$ cat src/rtl/spi_word_tx.sv
// spi_word_tx: streams 12-bit words from an upstream memory out as SPI mode-0
// frames (MSB first, one chip-select assertion per word, fixed CS gap).
// Optional receive capture of spi_miso is enabled by defining SPI_WORD_TX_RXCAP_EN.
module spi_word_tx #(
  parameter int unsigned CLK_DIV = 4,
  parameter int unsigned CS_GAP  = 4
) (
  input  logic        clk,
  input  logic        rst,
  input  logic        TranSPIen,
  input  logic [11:0] data2SPI,
  output logic        next_read,
  output logic        spi_sclk,
  output logic        spi_mosi,
  output logic        spi_csn,
  output logic        busy
`ifdef SPI_WORD_TX_RXCAP_EN
  ,
  input  logic        spi_miso,
  output logic [11:0] rx_data,
  output logic        rx_valid
`endif
);

  localparam int unsigned DW = 12;
  localparam int unsigned CW = 8;
  localparam int unsigned BW = 4;

  localparam logic [CW-1:0] DIV_LAST = CW'(CLK_DIV - 1);
  localparam logic [CW-1:0] GAP_LAST = CW'(CS_GAP - 1);
  localparam logic [BW-1:0] BIT_LAST = BW'(DW - 1);

  typedef enum logic [1:0] {IDLE, LOAD, SHIFT, GAP} state_t;

  state_t          state_q, state_d;
  logic [CW-1:0]   div_q, div_d;
  logic [CW-1:0]   gap_q, gap_d;
  logic [BW-1:0]   bit_q, bit_d;
  logic [DW-2:0]   sr_q, sr_d;       // bits still to be sent after the current one
  logic            sclk_q, sclk_d;
  logic            mosi_q, mosi_d;
  logic            csn_q, csn_d;
  logic            nr_q, nr_d;
  logic            busy_q, busy_d;
`ifdef SPI_WORD_TX_RXCAP_EN
  logic [DW-1:0]   rx_sr_q, rx_sr_d;
  logic [DW-1:0]   rx_data_q, rx_data_d;
  logic            rx_valid_q, rx_valid_d;
`endif

  // Next-state and output logic; counters reload at their terminal values.
  always_comb begin
    state_d = state_q;
    div_d   = div_q;
    gap_d   = gap_q;
    bit_d   = bit_q;
    sr_d    = sr_q;
    sclk_d  = sclk_q;
    mosi_d  = mosi_q;
    csn_d   = csn_q;
    nr_d    = 1'b0;
`ifdef SPI_WORD_TX_RXCAP_EN
    rx_sr_d    = rx_sr_q;
    rx_data_d  = rx_data_q;
    rx_valid_d = 1'b0;
`endif
    case (state_q)
      IDLE: begin
        if (TranSPIen) state_d = LOAD;
      end
      LOAD: begin
        sr_d    = data2SPI[DW-2:0];
        mosi_d  = data2SPI[DW-1];
        csn_d   = 1'b0;
        sclk_d  = 1'b0;
        bit_d   = '0;
        div_d   = '0;
        state_d = SHIFT;
`ifdef SPI_WORD_TX_RXCAP_EN
        rx_sr_d = '0;
`endif
      end
      SHIFT: begin
        if (div_q == DIV_LAST) begin
          div_d = '0;
          if (!sclk_q) begin
            sclk_d = 1'b1;
`ifdef SPI_WORD_TX_RXCAP_EN
            rx_sr_d = {rx_sr_q[DW-2:0], spi_miso};
`endif
          end else if (bit_q == BIT_LAST) begin
            sclk_d  = 1'b0;
            csn_d   = 1'b1;
            nr_d    = 1'b1;
            gap_d   = '0;
            state_d = GAP;
`ifdef SPI_WORD_TX_RXCAP_EN
            rx_data_d  = rx_sr_q;
            rx_valid_d = 1'b1;
`endif
          end else begin
            sclk_d = 1'b0;
            bit_d  = bit_q + BW'(1);
            mosi_d = sr_q[DW-2];
            sr_d   = {sr_q[DW-3:0], 1'b0};
          end
        end else begin
          div_d = div_q + CW'(1);
        end
      end
      GAP: begin
        if (gap_q == GAP_LAST) begin
          gap_d   = '0;
          state_d = TranSPIen ? LOAD : IDLE;
        end else begin
          gap_d = gap_q + CW'(1);
        end
      end
      default: state_d = IDLE;
    endcase
    busy_d = (state_d != IDLE);
  end

  // State and output registers with synchronous reset.
  always_ff @(posedge clk) begin
    if (rst) begin
      state_q <= IDLE;
      div_q   <= '0;
      gap_q   <= '0;
      bit_q   <= '0;
      sr_q    <= '0;
      sclk_q  <= 1'b0;
      mosi_q  <= 1'b0;
      csn_q   <= 1'b1;
      nr_q    <= 1'b0;
      busy_q  <= 1'b0;
`ifdef SPI_WORD_TX_RXCAP_EN
      rx_sr_q    <= '0;
      rx_data_q  <= '0;
      rx_valid_q <= 1'b0;
`endif
    end else begin
      state_q <= state_d;
      div_q   <= div_d;
      gap_q   <= gap_d;
      bit_q   <= bit_d;
      sr_q    <= sr_d;
      sclk_q  <= sclk_d;
      mosi_q  <= mosi_d;
      csn_q   <= csn_d;
      nr_q    <= nr_d;
      busy_q  <= busy_d;
`ifdef SPI_WORD_TX_RXCAP_EN
      rx_sr_q    <= rx_sr_d;
      rx_data_q  <= rx_data_d;
      rx_valid_q <= rx_valid_d;
`endif
    end
  end

  assign next_read = nr_q;
  assign spi_sclk  = sclk_q;
  assign spi_mosi  = mosi_q;
  assign spi_csn   = csn_q;
  assign busy      = busy_q;
`ifdef SPI_WORD_TX_RXCAP_EN
  assign rx_data   = rx_data_q;
  assign rx_valid  = rx_valid_q;
`endif

endmodule

$ cat config.mk
export PLATFORM = sky130hd
export DESIGN_NAME = spi_word_tx
export DESIGN_NICKNAME = d
export VERILOG_FILES = /design/src/rtl/spi_word_tx.sv
export SDC_FILE = /design/constraint.sdc
export NUM_CORES = 1
export LEC_CHECK = 0
export BUFFER_PORTS_ARGS = -buffer_cell sky130_fd_sc_hd__buf_4
export CORE_ASPECT_RATIO = 0.8
export CORE_MARGIN = 1.5
export CORE_UTILIZATION = 45
export CTS_CLUSTER_DIAMETER = 100
export CTS_CLUSTER_SIZE = 10
export DETAILED_ROUTE_END_ITERATION = 8
export HOLD_SLACK_MARGIN = 0.15
export MAX_ROUTING_LAYER = met4
export PLACE_DENSITY = 0.7
export SKIP_CTS_REPAIR_TIMING = 1
export SLEW_MARGIN = 10
export SYNTH_ARGS = -nofsm -noshare
export SYNTH_HDL_FRONTEND = slang
export SYNTH_SLANG_ARGS = --single-unit
$ cat constraint.sdc
create_clock -name clk -period 4.1 [get_ports clk]
set_input_delay 0.41 -clock clk [delete_from_list [all_inputs] [get_ports clk]]
set_output_delay 0.41 -clock clk [all_outputs]
set_load 0.02 [all_outputs]
==> results <==
- The worst setup path is launched from a flop.
- Setup repair after global routing left no endpoint under its margin.
- The run finished with clean final reports.
- Traced cell by cell, the critical path runs through inv_1 > ha_1 > and2_1 > nand4_2 > nand2_2 > nor2_1 > a211oi_1.
- The congestion estimate from routability-driven global placement came to 0.783.
- The category of the most critical setup path is flop to flop.
- In this run the clock root is driven by a sky130_fd_sc_hd__clkbuf_8.
- The count of yosys warnings during synthesis is 0.
- The number of levels in the clock H-tree is 2.
- Of the cells placed in the final design, the portion with a size suffix greater than 1 is 14.9%.
- The later pin in the worst-skew pair is clocked with a latency of 0.29 ns.
- The final number of hold-violating endpoints is 0.
- Relative to the synthesized area, the layout overhead comes to 13.3%.
- For this run, the leading register cell type out of synthesis is sky130_fd_sc_hd__dfxtp_1.
- The via count of the first global-routing pass came to 1308.
- In this run the remaining antenna-violating nets after routing total 0.
- Counting every net in the synthesized netlist gives 226.
- The total negative slack for setup checks is 0 ns.
- The worst setup path is captured at a flop.
- The ratio of routed vias to standard cells is 5.21.
- Before antenna repair, the detailed router went through 4 iterations.
- The initial utilization of the core area, before any placement, comes to 47.7%.
- Counting flops and latches in the post-synthesis netlist gives 38.
- By area the synthesized netlist is led by sky130_fd_sc_hd__dfxtp_1 (41%), sky130_fd_sc_hd__mux2i_1 (7.6%), sky130_fd_sc_hd__nor2_1 (6.1%).
- The unique cell type count in the Yosys netlist is 40.
- For this design, the slowest cell found on the critical path is sky130_fd_sc_hd__ha_1.
- The number of sinks handled by clock tree synthesis is 38.
- The final global-route overflow total is 0.
- No sink is reached through more buffers than the 2 on the longest clock path.
- The overall die area is approximately 4500 sq um.
- The final layout contains 244 nets.
- The number of inserted diodes is 0.
- Clock-pin slew was measured on the worst setup and hold paths at 0.07 ns.
- For the worst setup path, the data arrival time is about 2.6 ns.
- After synthesis, the share of flip-flops with an asynchronous set or reset is 0%.
- Of all cell types, the one taking the most synthesized area is sky130_fd_sc_hd__dfxtp_1.
- The initial DRC count is between 40 and 50.
- For this design the static power due to leakage is 0.000811 uW.
- The half-perimeter wire length after placement is 2330 microns.
- Each instance of the synthesized netlist takes up on average around 9.1 sq um.
- The CTS buffer count is 5.
- Counting instances, the worst hold path has a depth of 3.
- In the final routed layout, each cell accounts on average for 11.9 microns.
- In this run the vertical extent of the chip is 60.4 microns.
- After synthesis, the largest area contributor takes up 41.1% of total cell area.
- The clock arrives with 0.00569 ns of skew.
- The class of the tightest hold or removal check is primary input to flop.
- In this run, placement finished with an instance count of 270.
- The number of top-level pins is 20.
- For this block, the via count after detailed routing is 1443.
- The final clock period utilization by the worst path is around 58%.
- The count of final setup violators is 0.
- Synthesis produced a netlist whose cell count is 204.
- The library cell used most frequently in the layout, excluding fill and tap cells, is sky130_fd_sc_hd__dfxtp_1.
- The number of flops mapped to enable cells by yosys is 0.
- The family with the most delay on the worst path is simple AND/OR/NAND/NOR gates.
- VDD sags by at most 0.000311 V.
- The worst slew slack as a fraction of its limit is between 40% and 50%.
- The minimum hold slack is 0.373 ns.
- The TritonCTS clock tree is built.
- The synthesized netlist occupies a cell area of 1850 sq um.
- Input and output buffers added on the ports amount to 19.
- The biggest cell delay along the critical path is ~0.7 ns.
- The worst setup slack after layout is 1.71 ns.
- The path length in cells of the critical path is 7.
- The post-detailed-routing wire length is 3290 microns.
- Leaving out filler cells and counting taps, the final layout contains 277.
- The actual transition at the worst max-transition pin is 0.838 ns.
- The top fanout value on the critical path is 22.
- The power density over the cells is 532 nW/um^2.
- In this run the core area contains 20 standard-cell rows.
- The final-report max-slew violation count is 0.
- The post-placement setup slack is 1.72 ns.
- The achievable frequency is 418 MHz.
- Together, buffers and inverters on the worst path number 1.
- Entering global routing, the biggest net connects 29 pins.
- Leaving out fill and tap cells, the most frequent cells in the layout are sky130_fd_sc_hd__dfxtp_1 (38), sky130_fd_sc_hd__nor2_1 (30), sky130_fd_sc_hd__buf_4 (19).
- The minimum clock period after layout is 2.39 ns.
- The global-route usage over all layers is between 15 and 20%.
- For the worst setup path, the data required time is about 4.3 ns.
- The reported max-cap violation count is 0.
- The number of antenna violations at the first check in global routing is 0.
- From left edge to right edge, the die measures 74.7 microns.
- The number of cell instances on the worst register-to-register path is 7.
- The DRC violations left is 0.
- The first-pass GRT wire length is about 5700 microns.
- Sequential elements use 41.1% of the synthesized area.
- The design draws 1110 uW.
- The core area is 3880 sq um.
[sequential cells by signal, indices dropped and copies added (netlist names)]
name,count
sr_q,11
div_q,8
gap_q,8
bit_q,4
state_q,2
busy,1
next_read,1
spi_csn,1
spi_mosi,1
spi_sclk,1
[cell type report]
type                            instances  area (sq um)
Clock buffer                            5          68.8
Clock inverter                          2          10.0
Fill cell                             361          1780
Inverter                                5          18.8
Multi-Input combinational cell        153          1030
Sequential cell                        38           761
Tap cell                               55          68.8
Timing Repair Buffer                   19           143
[synth_stat cells (all sizes together) (3+ instances only)]
master / instances
nor2b: 6
a22oi: 3
nor3: 4
inv: 5
mux2i: 14
nand3: 7
dfxtp: 38
nand3b: 3
nand4: 4
buf: 6
a21o: 3
a211oi: 12
xor2: 6
nor2: 30
and3: 6
ha: 7
o21ai: 11
nand2: 9
a21oi: 9
[routing by layer]
layer / GRT usage (%) / part of all wire [%] / up-vias
met5: - / 0 / -
met4: 8.57 / 1.9 / 0
met3: 4.49 / 4.1 / 7
met2: 24.2 / 40 / 22
met1: 22.6 / 54 / 653
li1: - / - / 761
[worst reg2reg max path: stages, from the launching register on]
cell and delay (ns):
sky130_fd_sc_hd__dfxtp_1 0.35, sky130_fd_sc_hd__inv_1 0.11, sky130_fd_sc_hd__ha_1 0.71, sky130_fd_sc_hd__and2_1 0.29, sky130_fd_sc_hd__nand4_2 0.18, sky130_fd_sc_hd__nand2_2 0.36, sky130_fd_sc_hd__nor2_1 0.08, sky130_fd_sc_hd__a211oi_1 0.22
[cell families after synthesis]
group           Yosys count  synth area share, %
mux                      14                 7.57
compound gates           42                 14.7
fa+ha+maj                 7                 4.73
flops                    38                 41.1
xor+xnor                  8                 3.79
buf+inv                  13                 3.45
simple gates             82                 24.7
[report_power, final]
group | switching [uW] | total (uW) | internal (uW) | leakage [uW]
clock network | 126 | 240 | 114 | 0.0000438
registers | 41.5 | 482 | 440 | 0.000309
logic | 227 | 393 | 166 | 0.000458
[metrics by stage]
step | utilization (%) | cell area [sq um]
floorplan | - | 1850
global placement | 52.0 | 2020
detailed placement | 52.0 | 2020
CTS | 54.0 | 2100
global route | 54.0 | 2100
finish | 54.0 | 2100
[path summary, 6_finish.rpt]
kind,slack [ns],to,startpoint
worst max-delay path,1.71,sr_q[5],state_q[0]
worst min register to register,0.47,gap_q[1],gap_q[1]
worst max register to register,1.71,sr_q[5],state_q[0]
worst min-delay path,0.37,sr_q[0],data2SPI[0]
No activity file was read; power rests on OpenSTA's default activity.
